`config.mk`:
```
export PLATFORM = sky130hd
export DESIGN_NAME = opcode_decoder_pipe_flat
export DESIGN_NICKNAME = d
export VERILOG_FILES = /design/src/rtl/gpu_cmd_pkg.sv /design/src/rtl/opcode_decoder_pipe_if.sv /design/src/rtl/opdec_fifo.sv /design/src/rtl/opcode_decoder_pipe.sv /design/src/flat_wrapper.sv
export SDC_FILE = /design/constraint.sdc
export NUM_CORES = 1
export LEC_CHECK = 0
export ABC_CLOCK_PERIOD_IN_PS = 3100
export BUFFER_PORTS_ARGS = -buffer_cell sky130_fd_sc_hd__buf_2
export CAP_MARGIN = 20
export CORE_MARGIN = 8
export CORE_UTILIZATION = 40
export CTS_BUF_LIST = sky130_fd_sc_hd__clkbuf_4 sky130_fd_sc_hd__clkbuf_8
export DETAILED_ROUTE_END_ITERATION = 6
export PLACE_DENSITY = 0.56
export SLEW_MARGIN = 20
export SYNTH_ARGS = -nofsm -noshare
export SYNTH_HDL_FRONTEND = slang
export SYNTH_SLANG_ARGS = --single-unit
```
`constraint.sdc`:
```
create_clock -name clk -period 3.1 [get_ports clk]
set_clock_uncertainty 0.05 [all_clocks]
set_input_delay 0.31 -clock clk [delete_from_list [all_inputs] [get_ports clk]]
set_output_delay 0.31 -clock clk [all_outputs]
set_load 0.01 [all_outputs]
```
`src/rtl/gpu_cmd_pkg.sv`:
```
// rtl/gpu_cmd_pkg.sv - shared GPU command field widths, shape codes and command word layout
package gpu_cmd_pkg;

    localparam int SHAPE_W    = 4;
    localparam int COLOR_W    = 16;
    localparam int DATA_W     = 76;
    localparam int NUM_SHAPES = 6;

    typedef enum logic [SHAPE_W-1:0] {
        LINE     = 4'd0,
        RECT     = 4'd1,
        FILLRECT = 4'd2,
        CIRCLE   = 4'd3,
        TRIANGLE = 4'd4,
        BLIT     = 4'd5
    } shape_e;

    // shape is kept as a raw field rather than shape_e so illegal codes stay representable
    typedef struct packed {
        logic [SHAPE_W-1:0] shape;
        logic [COLOR_W-1:0] color;
        logic [DATA_W-1:0]  opdata;
    } cmd_t;

endpackage

```
`src/rtl/opcode_decoder_pipe_if.sv`:
```
// rtl/opcode_decoder_pipe_if.sv - command-in / decoded-out handshake bundle for opcode_decoder_pipe
interface opcode_decoder_pipe_if #(
    parameter int SHAPE_W = gpu_cmd_pkg::SHAPE_W,
    parameter int COLOR_W = gpu_cmd_pkg::COLOR_W,
    parameter int DATA_W  = gpu_cmd_pkg::DATA_W
);
    localparam int OP_W = SHAPE_W + COLOR_W + DATA_W;

    logic               in_valid;
    logic               in_ready;
    logic [OP_W-1:0]    in_opcode;
    logic               out_valid;
    logic               out_ready;
    logic [SHAPE_W-1:0] out_shape;
    logic [COLOR_W-1:0] out_color;
    logic [DATA_W-1:0]  out_opdata;
    logic               out_illegal;

    modport master (
        output in_valid, in_opcode, out_ready,
        input  in_ready, out_valid, out_shape, out_color, out_opdata, out_illegal
    );

    modport slave (
        input  in_valid, in_opcode, out_ready,
        output in_ready, out_valid, out_shape, out_color, out_opdata, out_illegal
    );

endinterface

```
`src/rtl/opdec_fifo.sv`:
```
// rtl/opdec_fifo.sv - generic synchronous FIFO with registered occupancy count
module opdec_fifo #(
    parameter  int WIDTH = 96,
    parameter  int DEPTH = 4,
    localparam int AW    = $clog2(DEPTH),
    localparam int CW    = AW + 1
) (
    input  logic             clk,
    input  logic             rst,
    input  logic             push,
    input  logic             pop,
    input  logic [WIDTH-1:0] wdata,
    output logic [WIDTH-1:0] rdata,
    output logic             full,
    output logic             empty,
    output logic [CW-1:0]    count
);

    logic [WIDTH-1:0] mem [DEPTH];
    logic [AW-1:0]    wptr;
    logic [AW-1:0]    rptr;
    logic             do_push;
    logic             do_pop;

    assign full    = (count == CW'(DEPTH));
    assign empty   = (count == '0);
    assign do_push = push && !full;
    assign do_pop  = pop && !empty;
    assign rdata   = mem[rptr];

    // storage is not reset; only pointers and count define validity
    always_ff @(posedge clk) begin
        if (do_push) begin
            mem[wptr] <= wdata;
        end
    end

    always_ff @(posedge clk or posedge rst) begin
        if (rst) begin
            wptr  <= '0;
            rptr  <= '0;
            count <= '0;
        end else begin
            if (do_push) begin
                wptr <= wptr + AW'(1);
            end
            if (do_pop) begin
                rptr <= rptr + AW'(1);
            end
            case ({do_push, do_pop})
                2'b10:   count <= count + CW'(1);
                2'b01:   count <= count - CW'(1);
                default: count <= count;
            endcase
        end
    end

endmodule

```
`src/rtl/opcode_decoder_pipe.sv`:
```
// rtl/opcode_decoder_pipe.sv - buffered GPU opcode splitter with registered decode stage
// Optional OPDEC_DROP_ILLEGAL_EN: discard illegal shapes at the FIFO-to-output load.
module opcode_decoder_pipe #(
    parameter  int SHAPE_W    = gpu_cmd_pkg::SHAPE_W,
    parameter  int COLOR_W    = gpu_cmd_pkg::COLOR_W,
    parameter  int DATA_W     = gpu_cmd_pkg::DATA_W,
    parameter  int DEPTH      = 4,
    parameter  int NUM_SHAPES = gpu_cmd_pkg::NUM_SHAPES,
    localparam int OP_W       = SHAPE_W + COLOR_W + DATA_W,
    localparam int CW         = $clog2(DEPTH) + 1
) (
    input  logic                  clk,
    input  logic                  rst,
    opcode_decoder_pipe_if.slave  bus,
    output logic [CW-1:0]         fifo_count,
    output logic [7:0]            err_count
);

    logic               fifo_full;
    logic               fifo_empty;
    logic               push;
    logic               pop;
    logic               load;
    logic               err_inc;
    logic [OP_W-1:0]    head;
    logic [SHAPE_W-1:0] head_shape;
    logic [COLOR_W-1:0] head_color;
    logic [DATA_W-1:0]  head_opdata;
    logic               head_illegal;

    logic               out_valid_q;
    logic [SHAPE_W-1:0] out_shape_q;
    logic [COLOR_W-1:0] out_color_q;
    logic [DATA_W-1:0]  out_opdata_q;

    // in_ready comes from the registered count only, so a same-cycle pop never frees a slot
    assign bus.in_ready = !fifo_full;
    assign push         = bus.in_valid && !fifo_full;
    assign pop          = !fifo_empty && (!out_valid_q || bus.out_ready);

    opdec_fifo #(
        .WIDTH (OP_W),
        .DEPTH (DEPTH)
    ) u_fifo (
        .clk   (clk),
        .rst   (rst),
        .push  (push),
        .pop   (pop),
        .wdata (bus.in_opcode),
        .rdata (head),
        .full  (fifo_full),
        .empty (fifo_empty),
        .count (fifo_count)
    );

    assign head_shape   = head[OP_W-1 -: SHAPE_W];
    assign head_color   = head[DATA_W +: COLOR_W];
    assign head_opdata  = head[DATA_W-1:0];
    assign head_illegal = (32'(head_shape) >= NUM_SHAPES);

`ifdef OPDEC_DROP_ILLEGAL_EN
    assign load            = pop && !head_illegal;
    assign err_inc         = pop && head_illegal;
    assign bus.out_illegal = 1'b0;
`else
    logic out_illegal_q;

    assign load            = pop;
    assign err_inc         = out_valid_q && bus.out_ready && out_illegal_q;
    assign bus.out_illegal = out_illegal_q;

    always_ff @(posedge clk or posedge rst) begin
        if (rst) begin
            out_illegal_q <= 1'b0;
        end else if (load) begin
            out_illegal_q <= head_illegal;
        end
    end
`endif

    always_ff @(posedge clk or posedge rst) begin
        if (rst) begin
            out_valid_q  <= 1'b0;
            out_shape_q  <= '0;
            out_color_q  <= '0;
            out_opdata_q <= '0;
        end else if (load) begin
            out_valid_q  <= 1'b1;
            out_shape_q  <= head_shape;
            out_color_q  <= head_color;
            out_opdata_q <= head_opdata;
        end else if (bus.out_ready) begin
            out_valid_q  <= 1'b0;
        end
    end

    always_ff @(posedge clk or posedge rst) begin
        if (rst) begin
            err_count <= '0;
        end else if (err_inc && (err_count != 8'hFF)) begin
            err_count <= err_count + 8'd1;
        end
    end

    assign bus.out_valid  = out_valid_q;
    assign bus.out_shape  = out_shape_q;
    assign bus.out_color  = out_color_q;
    assign bus.out_opdata = out_opdata_q;

endmodule
```
`src/flat_wrapper.sv`:
```
// flat-port wrapper written by rule: the top's interface ports become plain ports
module opcode_decoder_pipe_flat 
#(
    parameter  int SHAPE_W    = gpu_cmd_pkg::SHAPE_W,
    parameter  int COLOR_W    = gpu_cmd_pkg::COLOR_W,
    parameter  int DATA_W     = gpu_cmd_pkg::DATA_W,
    parameter  int DEPTH      = 4,
    parameter  int NUM_SHAPES = gpu_cmd_pkg::NUM_SHAPES,
    localparam int OP_W       = SHAPE_W + COLOR_W + DATA_W,
    localparam int CW         = $clog2(DEPTH) + 1
)
  (clk, rst, fifo_count, err_count, bus_in_valid, bus_in_opcode, bus_out_ready, bus_in_ready, bus_out_valid, bus_out_shape, bus_out_color, bus_out_opdata, bus_out_illegal);
  opcode_decoder_pipe_if #(.SHAPE_W(SHAPE_W), .COLOR_W(COLOR_W), .DATA_W(DATA_W)) bus_i ();
  input  logic clk;
  input  logic rst;
  output logic [CW-1:0] fifo_count;
  output logic [7:0] err_count;
  input wire logic [$bits(bus_i.in_valid)-1:0] bus_in_valid;
  input wire logic [$bits(bus_i.in_opcode)-1:0] bus_in_opcode;
  input wire logic [$bits(bus_i.out_ready)-1:0] bus_out_ready;
  output wire logic [$bits(bus_i.in_ready)-1:0] bus_in_ready;
  output wire logic [$bits(bus_i.out_valid)-1:0] bus_out_valid;
  output wire logic [$bits(bus_i.out_shape)-1:0] bus_out_shape;
  output wire logic [$bits(bus_i.out_color)-1:0] bus_out_color;
  output wire logic [$bits(bus_i.out_opdata)-1:0] bus_out_opdata;
  output wire logic [$bits(bus_i.out_illegal)-1:0] bus_out_illegal;
  assign bus_i.in_valid = bus_in_valid;
  assign bus_i.in_opcode = bus_in_opcode;
  assign bus_i.out_ready = bus_out_ready;
  assign bus_in_ready = bus_i.in_ready;
  assign bus_out_valid = bus_i.out_valid;
  assign bus_out_shape = bus_i.out_shape;
  assign bus_out_color = bus_i.out_color;
  assign bus_out_opdata = bus_i.out_opdata;
  assign bus_out_illegal = bus_i.out_illegal;
  opcode_decoder_pipe #(.SHAPE_W(SHAPE_W), .COLOR_W(COLOR_W), .DATA_W(DATA_W), .DEPTH(DEPTH), .NUM_SHAPES(NUM_SHAPES)) u_core (.clk(clk), .rst(rst), .bus(bus_i), .fifo_count(fifo_count), .err_count(err_count));
endmodule
```
==> impl_metrics.yaml, run 1 <==
outcome:
  status: "completed"
yosys:
  yosysWarnings: 0
  synth_ff_type: "edfxtp_1"
  syn_area_per_cell_um2: 23.3
  synthCells: 782
  async_reset_ff_frac: 0.227
  syn_area_um2: 18200
  ys_types: 29
  synth-seq-cells: 497
  synth_edf_count: 384
  ys_seq_area_frac: 0.787
  syn_nets: 889
placement:
  placed_area_um2: 20100
  place_inst: 1571
  dpl_worst_slack_ns: 1.01
  dp_hpwl_um: 20200
  gp_congestion: 0.680
  io_buffers: 209
floorplanning:
  std_cell_rows: 78
  core-area_um2: 45200
  die-width_um: 230
  dieArea_um2: 52700
  start_util: 0.404
  die_y_um: 230
  pin_count: 210
route:
  drt-initial-drc-count: 409
  vias_per_cell: 4.94
  vias: 8993
  wl_per_cell_um: 21.0
  remaining_drc_errors: 0
  ant_nets: 0
  routed_wl_um: 38300
  first_pass_iters: 5
finish:
  fin_area_um2: 22900
  fill_cells: 3664
  fin_cells: 1820
  drive_above_1_share: 0.470
  nets: 1260
  synthToLayoutAreaGrowth_pct: 25.4
  post-route-util: 0.506
clock_network:
  numCtsBuffers: 82
  htreeDepth: 3
  cts_resized: 0
  clock_latency_ns: 0.62
  clkSinkCount: 497
  path_clk_slew_ns: 0.06
  cts_setup_buffers: 0
  cts_tree: "done"
  hold_buffers: 98
  cts_buffer_depth: 3
  cts_root_buf: "clkbuf_8"
timing:
  fin_ws_ns: 1.01
  holdWs_ns: 0.0805
  setup_viol: 0
  final-max-slew-violation-count: 0
  tns_ns: 0
  hold_viol_final: 0
  worst_pin_slew_ns: 0.744
  final.min_clock_period_ns: 2.09
  rsz0062_at_grt: "false"
  min_period_over_period: 0.675
  relSlewSlack: 0.504
  timing.fmax_mhz: 478
flow_run:
  maxCapViolCount: 0
pwr:
  power_mw: 21.8
  power.density_nw_per_um2: 954
  irDropWorstVdd_mv: 0.525
  leakagePower_nw: 8.33
worst_setup_path:
  r2r_start: "u_core.u_fifo.count[0]"
  cp-startpoint: "u_core.u_fifo.count[0]"
  cp-start-kind: "flop"
  reg2reg_depth: 9
  crit_fanout: 6
  worst_setup_path_end_kind: "flop"
  criticalPathCategory: "reg -> reg"
  crit_arrival_ns: 2.55
  worstPathRequired_ns: 3.56
grt:
  antenna_found_initial: 1
  grt_pass1_vias: 10044
  grt_use_total: 0.147
  grt_max_degree: 114
  grt_overflow: 0
  grt_pass1_wl_um: 59800
min_path:
  min_path_cells: 3
  hold_class: "in -> reg"
  worstHoldStart: "bus_in_valid"
[flip-flops by register name, summed over array words and instances, names as in the netlist]
signal and count:
u_core.err_count 8, u_core.bus.out_valid 1, u_core.bus.out_opdata 76, u_core.bus.out_illegal 1
u_core.bus.out_color 16, u_core.bus.out_shape 4, u_core.u_fifo.wptr 2, u_core.u_fifo.mem 384
u_core.u_fifo.count 3, u_core.u_fifo.rptr 2
[synthesized netlist by cell type (4+ instances only)]
cell type	number	area [um2]
buf_2	21	105
dfrtp_1	113	2830
mux2_2	99	1110
mux4_2	96	2160
and3_1	7	43.8
a21oi_1	4	20.0
inv_1	6	22.5
clkbuf_1	7	26.3
edfxtp_1	384	11500
xnor2_1	8	70.1
ha_1	6	75.1
[cells by family after synthesis]
logic type | share of synthesized area
DFF | 0.787
buffers and inverters | 0.0125
and+or+nand+nor | 0.00700
xor gates and xnor gates | 0.00528
adders and majority gates | 0.00521
AOI/OAI and AO/OA | 0.00288
muxes | 0.180
[critical path: stages (launching register included)]
cell and delay, ns:
dfrtp_1 0.44, nor2_1 0.08, nand2_1 0.15, and2_1 0.21, inv_1 0.06, ha_1 0.23
fa_1 0.39, xnor2_1 0.17, nor2_1 0.07, xor2_1 0.14
[report_power, final]
group	switching [mW]	total (mW)	internal, mW
clock network	2.52	5.91	3.39
logic	2.96	6.05	3.09
registers	0.769	9.87	9.10
[layer usage]
| metal | GRT usage | share of wire | up-vias |
|---|---|---|---|
| met2 | 0.247 | 0.51 | 242 |
| met3 | 0.0398 | 0.048 | 71 |
| met4 | 0.0484 | 0.022 | 0 |
| met1 | 0.183 | 0.42 | 4715 |
| met5 | 0 | 0 | - |
| li1 | - | - | 3965 |
[layout make-up]
class | count | area, um2 | area share
Multi-Input combinational cell | 245 | 3680 | 0.161
Timing Repair Buffer | 321 | 2310 | 0.101
Clock buffer | 135 | 1660 | 0.0727
Sequential cell | 497 | 14400 | 0.628
Antenna cell | 1 | 2.50 | 0.000109
Tap cell | 600 | 751 | 0.0328
Clock inverter | 15 | 77.6 | 0.00339
Inverter | 6 | 26.3 | 0.00115
[layout by cell type, fill, tap and decap left out, types with 3 or more instances in the layout]
cell type,instances
mux2_2,99
and3_1,3
clkinv_1,3
dfrtp_1,111
xnor2_1,8
xor2_1,3
ha_1,6
dlygate4sd3_1,98
clkbuf_4,31
nor2_1,3
clkinv_2,10
nand3_1,3
mux4_2,96
a31oi_1,3
clkbuf_8,104
inv_1,5
and3_4,4
buf_2,209
buf_12,14
a21oi_1,3
edfxtp_1,384
nand2_1,3
[worst paths after layout]
kind,to,slack [ns]
worst max-delay path,u_core.u_fifo.count[2],1.01
worst min-delay path,u_core.u_fifo.wptr[0],0.08
worst max register to register,u_core.u_fifo.count[2],1.01
worst min register to register,u_core.bus.out_opdata[4],0.45
max in group asynchronous,u_core.u_fifo.rptr[0],2.01
min in group asynchronous,u_core.bus.out_opdata[26],0.41
No activity file was read; power rests on OpenSTA's default activity.
==> run 2: changes to the inputs <==
--- a/config.mk
+++ b/config.mk
@@ -5,14 +5,15 @@
 export SDC_FILE = /design/constraint.sdc
 export NUM_CORES = 1
 export LEC_CHECK = 0
-export ABC_CLOCK_PERIOD_IN_PS = 3100
+export ABC_AREA = 1
+export ABC_CLOCK_PERIOD_IN_PS = 2110
 export BUFFER_PORTS_ARGS = -buffer_cell sky130_fd_sc_hd__buf_2
 export CAP_MARGIN = 20
 export CORE_MARGIN = 8
 export CORE_UTILIZATION = 40
 export CTS_BUF_LIST = sky130_fd_sc_hd__clkbuf_4 sky130_fd_sc_hd__clkbuf_8
 export DETAILED_ROUTE_END_ITERATION = 6
-export PLACE_DENSITY = 0.56
+export PLACE_DENSITY = 0.54
 export SLEW_MARGIN = 20
 export SYNTH_ARGS = -nofsm -noshare
 export SYNTH_HDL_FRONTEND = slang
==> constraint.sdc (replaced) <==
create_clock -name clk -period 2.11 [get_ports clk]
set_clock_uncertainty 0.05 [all_clocks]
set_input_delay 0.211 -clock clk [delete_from_list [all_inputs] [get_ports clk]]
set_output_delay 0.211 -clock clk [all_outputs]
set_load 0.01 [all_outputs]
==> run 2 against run 1 <==
Final cell count grew 42%. Synthesized cell count up 99%. Clock power increased by 50%. Flip-flop and latch count unchanged. Critical path depth is the same. Total power is 57% higher. Sequential share of layout area is 2.3 points lower. Design area grew 3.8%. Die area is 4.1% higher. Combinational power is 85% higher. Hold slack improved by 0.18 ns. Fmax up 6.4%. Critical path type unchanged.
==> impl_metrics.yaml, run 2 <==
yosys:
  syn_nets: 1664
  synth-simple-area-share: 0.129
  synth_common_cells: "edfxtp_1 (384), nand2_1 (340), nor2_1 (295)"
  synth_area_leaders: "edfxtp_1 (61%), dfrtp_1 (15%), nand2_1 (6.7%), nor2_1 (5.8%), o21ai_1 (5.6%)"
  synth_fa_ha_area_frac: 0.00500
  synth_ff_type: "edfxtp_1"
  synth-seq-cells: 497
  synth_top_area_cell: "edfxtp_1"
  ys_seq_area_frac: 0.754
  synthCells: 1557
  synth_top_area_frac: 0.606
  synth_top_family_by_area: "simple AND/OR/NAND/NOR gates"
  synth_xor_xnor_area_share: 0.00322
  async_reset_ff_frac: 0.227
  synth_edf_count: 384
  synth_compound_gate_area_share: 0.0749
  yosysWarnings: 0
  syn_area_um2: 19000
  syn_area_per_cell_um2: 12.2
  synth_mux_area_frac: 0.000592
  synth.most_common_cell: "edfxtp_1"
  ys_types: 26
pwr:
  p_seq_frac: 0.416
  switching_power_mw: 12.1
  leakagePower_nw: 9.45
  p_clk_frac: 0.258
  p_comb_frac: 0.326
  switching_share: 0.353
  power.density_nw_per_um2: 1450
  p_int_mw: 22.2
  irDropWorstVdd_mv: 0.963
clock_network:
  cts_buffer_depth: 3
  htreeDepth: 3
  cts_tree: "done"
  numCtsBuffers: 83
  clkSinkCount: 497
  cts_root_buf: "clkbuf_8"
  clock_latency_ns: 0.65
  path_clk_slew_ns: 0.06
placement:
  dp_hpwl_um: 24900
  place_inst: 2337
  gp_congestion: 0.736
  io_buffers: 209
timing:
  min_period_over_period: 0.932
  holdWs_ns: 0.260
  rsz0062_at_grt: "false"
  timing.fmax_mhz: 508
  final.min_clock_period_ns: 1.97
  worst_pin_slew_ns: 0.735
  final-max-slew-violation-count: 0
  relSlewSlack: 0.510
  hold_viol_final: 0
  setup_viol: 0
flow_run:
  maxCapViolCount: 0
outcome:
  status: "completed"
grt:
  grt_max_degree: 114
  grt_overflow: 0
  grt_use_total: 0.166
  antenna_found_initial: 2
  grt_pass1_vias: 12466
  grt_pass1_wl_um: 70800
finish:
  regMostFlops: "u_core.u_fifo.mem"
  nets: 2013
  fin_cells: 2591
  largest_register_ffs: 384
  fill_cells: 4247
  post-route-util: 0.501
  layout_common_cells: "edfxtp_1 (384), nand2_1 (337), nor2_1 (290)"
  synthToLayoutAreaGrowth_pct: 24.7
  final_common_cell: "edfxtp_1"
  drive_above_1_share: 0.209
route:
  ant_nets: 0
  wl_per_cell_um: 17.4
  vias_per_cell: 4.75
  routed_wl_um: 45100
  first_pass_iters: 4
  remaining_drc_errors: 0
  vias: 12320
  drt-initial-drc-count: 777
worst_setup_path:
  worstPathRequired_ns: 2.58
  crit_arrival_ns: 2.44
  worst_setup_path_end_kind: "flop"
  r2r_start: "u_core.u_fifo.count[1]"
  cp-startpoint: "u_core.u_fifo.count[1]"
  cp-start-kind: "flop"
  crit_fanout: 3
  criticalPathCategory: "reg -> reg"
floorplanning:
  core-area_um2: 47300
  start_util: 0.402
  dieArea_um2: 54800
  die_y_um: 234
  die-width_um: 234
  pin_count: 210
  std_cell_rows: 80
min_path:
  worstHoldStart: "bus_in_opcode[28]"
  hold_class: "in -> reg"
[run 2: power by group through the flow]
stage	Combinational, mW	Clock, mW	Sequential (mW)
4_1_cts	11.5	9.09	14.3
3_3_place_gp	11.1	0	14.4
2_1_floorplan	6.87	0	14.8
6_report	11.2	8.85	14.3
5_1_grt	12.7	9.55	14.6
3_5_place_dp	11.3	0	14.5
[run 2: worst paths after layout]
kind / endpoint / slack (ns) / cells after the start
max: u_core.u_fifo.count[2] / 0.14 / 9
min: u_core.u_fifo.mem[1][28] / 0.26 / 2
max reg2reg: u_core.u_fifo.count[2] / 0.14 / 9
min reg2reg: u_core.bus.out_opdata[38] / 0.42 / 2
max in group asynchronous: u_core.u_fifo.rptr[0] / 1.14 / 4
min in group asynchronous: u_core.bus.out_opdata[53] / 0.30 / 4
[run 2: layout make-up]
cell class / instances / area, um2 / area share
Antenna cell: 1 / 2.50 / 0.000105
Clock buffer: 130 / 1600 / 0.0672
Clock inverter: 24 / 176 / 0.00743
Inverter: 27 / 118 / 0.00496
Multi-Input combinational cell: 950 / 4120 / 0.173
Sequential cell: 497 / 14400 / 0.605
Tap cell: 615 / 769 / 0.0324
Timing Repair Buffer: 347 / 2590 / 0.109
[run 2: cells by family after synthesis]
group | Yosys count
flops | 497
xor+xnor | 7
compound gates | 285
simple gates | 650
fa+ha+maj | 7
mux | 1
buf+inv | 110
[run 2: critical path, cell delays in order (launching register included)]
cell and delay (ns):
dfrtp_2 0.42, nor2_4 0.13, nand2_2 0.08, nand2_4 0.10
inv_4 0.04, ha_1 0.22, fa_1 0.41, a21oi_2 0.12
o21ai_0 0.10, xor2_1 0.15
[run 2: metrics by stage]
step           area (um2)  setup WS (ns)  power (mW)  setup TNS (ns)
2_1_floorplan       19100         -0.513        21.7         -190.94
3_3_place_gp        21000         0.0872        25.6               0
3_5_place_dp        21000          0.121        25.8               0
4_1_cts             23700          0.106        34.9               0
5_1_grt             23700         0.0326        36.8               0
6_report            23700          0.143        34.3               0
[run 2: what timing repair did]
action / in CTS / in global routing
setup endpoints to repair: 0 / 1
hold endpoints to repair: 504 / 0
setup buffers: 0 / 0
resized for setup: 0 / 3
hold buffers: 99 / 0
[run 2: routing by layer]
layer  vias to the layer above  part of all wire  track usage
met5                         -           0.00029            0
met4                         2             0.018       0.0539
met3                        59             0.047       0.0360
met2                       256              0.48        0.267
met1                      5948              0.46        0.224
li1                       6055                 -            -
==> run 3: changes to the inputs <==
--- a/config.mk
+++ b/config.mk
@@ -6,14 +6,14 @@
 export NUM_CORES = 1
 export LEC_CHECK = 0
 export ABC_AREA = 1
-export ABC_CLOCK_PERIOD_IN_PS = 2110
+export ABC_CLOCK_PERIOD_IN_PS = 1800
 export BUFFER_PORTS_ARGS = -buffer_cell sky130_fd_sc_hd__buf_2
 export CAP_MARGIN = 20
 export CORE_MARGIN = 8
 export CORE_UTILIZATION = 40
 export CTS_BUF_LIST = sky130_fd_sc_hd__clkbuf_4 sky130_fd_sc_hd__clkbuf_8
 export DETAILED_ROUTE_END_ITERATION = 6
-export PLACE_DENSITY = 0.54
+export PLACE_DENSITY = 0.56
 export SLEW_MARGIN = 20
 export SYNTH_ARGS = -nofsm -noshare
 export SYNTH_HDL_FRONTEND = slang
==> constraint.sdc (replaced) <==
create_clock -name clk -period 1.8 [get_ports clk]
set_clock_uncertainty 0.05 [all_clocks]
set_input_delay 0.18 -clock clk [delete_from_list [all_inputs] [get_ports clk]]
set_output_delay 0.18 -clock clk [all_outputs]
set_load 0.01 [all_outputs]
==> run 3 against run 2 <==
Worst setup slack worse by 0.12 ns. Hold slack got worse by 0.098 ns. Register-to-register slack worse by 0.12 ns. Via count up 3.1%. Sequential share of layout area decreased by 1.5 points. Total power is 20% higher. Critical path type unchanged. Largest cell class unchanged. Highest routed layer unchanged.
==> impl_metrics.yaml, run 3 (synthesis results as in run 2) <==
outcome:
  status: "completed"
route:
  drt-initial-drc-count: 672
  routed_wl_um: 46200
  ant_nets: 0
  wl_per_cell_um: 17.5
  vias_per_cell: 4.82
  remaining_drc_errors: 0
  vias: 12705
  first_pass_iters: 5
worst_setup_path:
  criticalPathCategory: "reg -> reg"
  worst_setup_path_end_kind: "flop"
  crit_chain: "nor2_4, buf_6, nand2_4, nand2_4, ha_4, fa_2, mux2_4"
  crit_arrival_ns: 2.25
  cp-startpoint: "u_core.u_fifo.count[1]"
  critical_path.slowest_cell: "dfrtp_2"
  cp-start-kind: "flop"
  path_delay_family: "adder cells"
  path_buf_inv: 1
  cp_common_cell: "nand2_4"
  slowest_delay_ns: 0.42
  crit_fanout: 2
  r2r_start: "u_core.u_fifo.count[1]"
  worstPathRequired_ns: 2.27
placement:
  gp_congestion: 0.748
  io_buffers: 209
  dp_hpwl_um: 28200
pwr:
  switching_power_mw: 14.4
  p_comb_frac: 0.345
  switching_share: 0.351
  power.density_nw_per_um2: 1690
  power_mw: 41.1
  p_clk_frac: 0.245
  irDropWorstVdd_mv: 0.901
  leakagePower_nw: 9.73
  p_int_mw: 26.7
  p_seq_frac: 0.410
flow_run:
  maxCapViolCount: 0
floorplanning:
  std_cell_rows: 80
  core-area_um2: 47300
  dieArea_um2: 54800
  start_util: 0.402
  die_y_um: 234
  pin_count: 210
  die-width_um: 234
clock_network:
  cts_tree: "done"
  clkSinkCount: 497
  numCtsBuffers: 83
  htreeDepth: 3
  cts_buffer_depth: 3
  path_clk_slew_ns: 0.06
  cts_root_buf: "clkbuf_8"
  clock_latency_ns: 0.65
finish:
  drive_above_1_share: 0.226
  nets: 2056
  fill_cells: 4159
  regMostFlops: "u_core.u_fifo.mem"
  layout_common_cells: "edfxtp_1 (384), nand2_1 (337), nor2_1 (290)"
  final_common_cell: "edfxtp_1"
  synthToLayoutAreaGrowth_pct: 27.9
  largest_register_ffs: 384
timing:
  final.min_clock_period_ns: 1.78
  relSlewSlack: 0.712
  worst_pin_slew_ns: 0.431
  tns_ns: 0
  setup_viol: 0
  min_period_over_period: 0.988
  rsz0062_at_grt: "true"
  final-max-slew-violation-count: 0
  hold_viol_final: 0
  timing.fmax_mhz: 562
grt:
  antenna_found_initial: 4
  grt_pass1_vias: 12884
  grt_overflow: 0
  grt_max_degree: 63
  grt_pass1_wl_um: 72300
  grt_use_total: 0.170
min_path:
  hold_class: "in -> async"
-- run 3: worst paths after layout --
path,to,slack [ns],depth (start not counted)
worst max-delay path,u_core.u_fifo.count[1],0.02,7
worst min-delay path,u_core.bus.out_opdata[58],0.16,4
worst max register to register,u_core.u_fifo.count[1],0.02,7
worst min register to register,u_core.bus.out_opdata[37],0.42,2
max in group asynchronous,u_core.bus.out_opdata[3],1.14,4
min in group clk,u_core.u_fifo.mem[0][36],0.24,2
-- run 3: per-layer routing --
layer / wire length (um) / global-route usage / vias up
met2: 22300 / 0.279 / 296
li1: - / - / 6147
met1: 20600 / 0.220 / 6184
met3: 2300 / 0.0381 / 76
met5: 8 / 0 / -
met4: 898 / 0.0568 / 2
-- run 3: power groups by stage --
stage,Clock (mW),Sequential [mW],Combinational [mW]
after detailed placement,0,17.0,14.1
after CTS,10.4,16.9,14.4
after global routing,10.9,17.1,16.0
final,10.1,16.8,14.2
after global placement,0,17.0,14.0
after floorplan,0,17.4,8.05
-- run 3: worst register-to-register path, delay by kind of cell, from the launching register on --
| kind | cells | cell delay, ns |
|---|---|---|
| adder cells (fa/ha/maj) | 2 | 0.56 |
| flip-flops | 1 | 0.42 |
| multiplexers | 1 | 0.27 |
| AND/OR/NAND/NOR | 3 | 0.26 |
| buffers and inverters | 1 | 0.11 |
-- run 3: cell type report --
| class | count | area (um2) | share of cell area |
|---|---|---|---|
| Sequential cell | 497 | 14400 | 0.590 |
| Multi-Input combinational cell | 950 | 4140 | 0.170 |
| Timing Repair Buffer | 390 | 3230 | 0.133 |
| Clock buffer | 132 | 1600 | 0.0659 |
| Tap cell | 615 | 769 | 0.0316 |
| Clock inverter | 23 | 120 | 0.00493 |
| Inverter | 27 | 120 | 0.00493 |
| Antenna cell | 3 | 7.51 | 0.000308 |
-- run 3: metrics by stage --
| step | cell area (um2) | hold slack, ns | util | instances | setup slack (ns) |
|---|---|---|---|---|---|
| after global routing | 24400 | 0.131 | 0.514 | 2637 | -0.0417 |
| after detailed placement | 21500 | 0.282 | 0.455 | 2378 | -0.143 |
| final | 24400 | 0.162 | 0.514 | 2637 | 0.0221 |
| after floorplan | 19100 | 0.229 | - | 1557 | -0.823 |
| after global placement | 21500 | 0.278 | 0.455 | 2378 | -0.186 |
| after CTS | 24300 | 0.0897 | 0.513 | 2632 | 0.000756 |
-- run 3: timing repair --
item                       in CTS  in global routing
resized for setup              10                  7
buffers inserted                0                  1
gates cloned                    0                  1
pin swaps                       1                  2
hold endpoints to repair      505                  0
hold buffers                   99                  0
setup endpoints to repair       3                 98
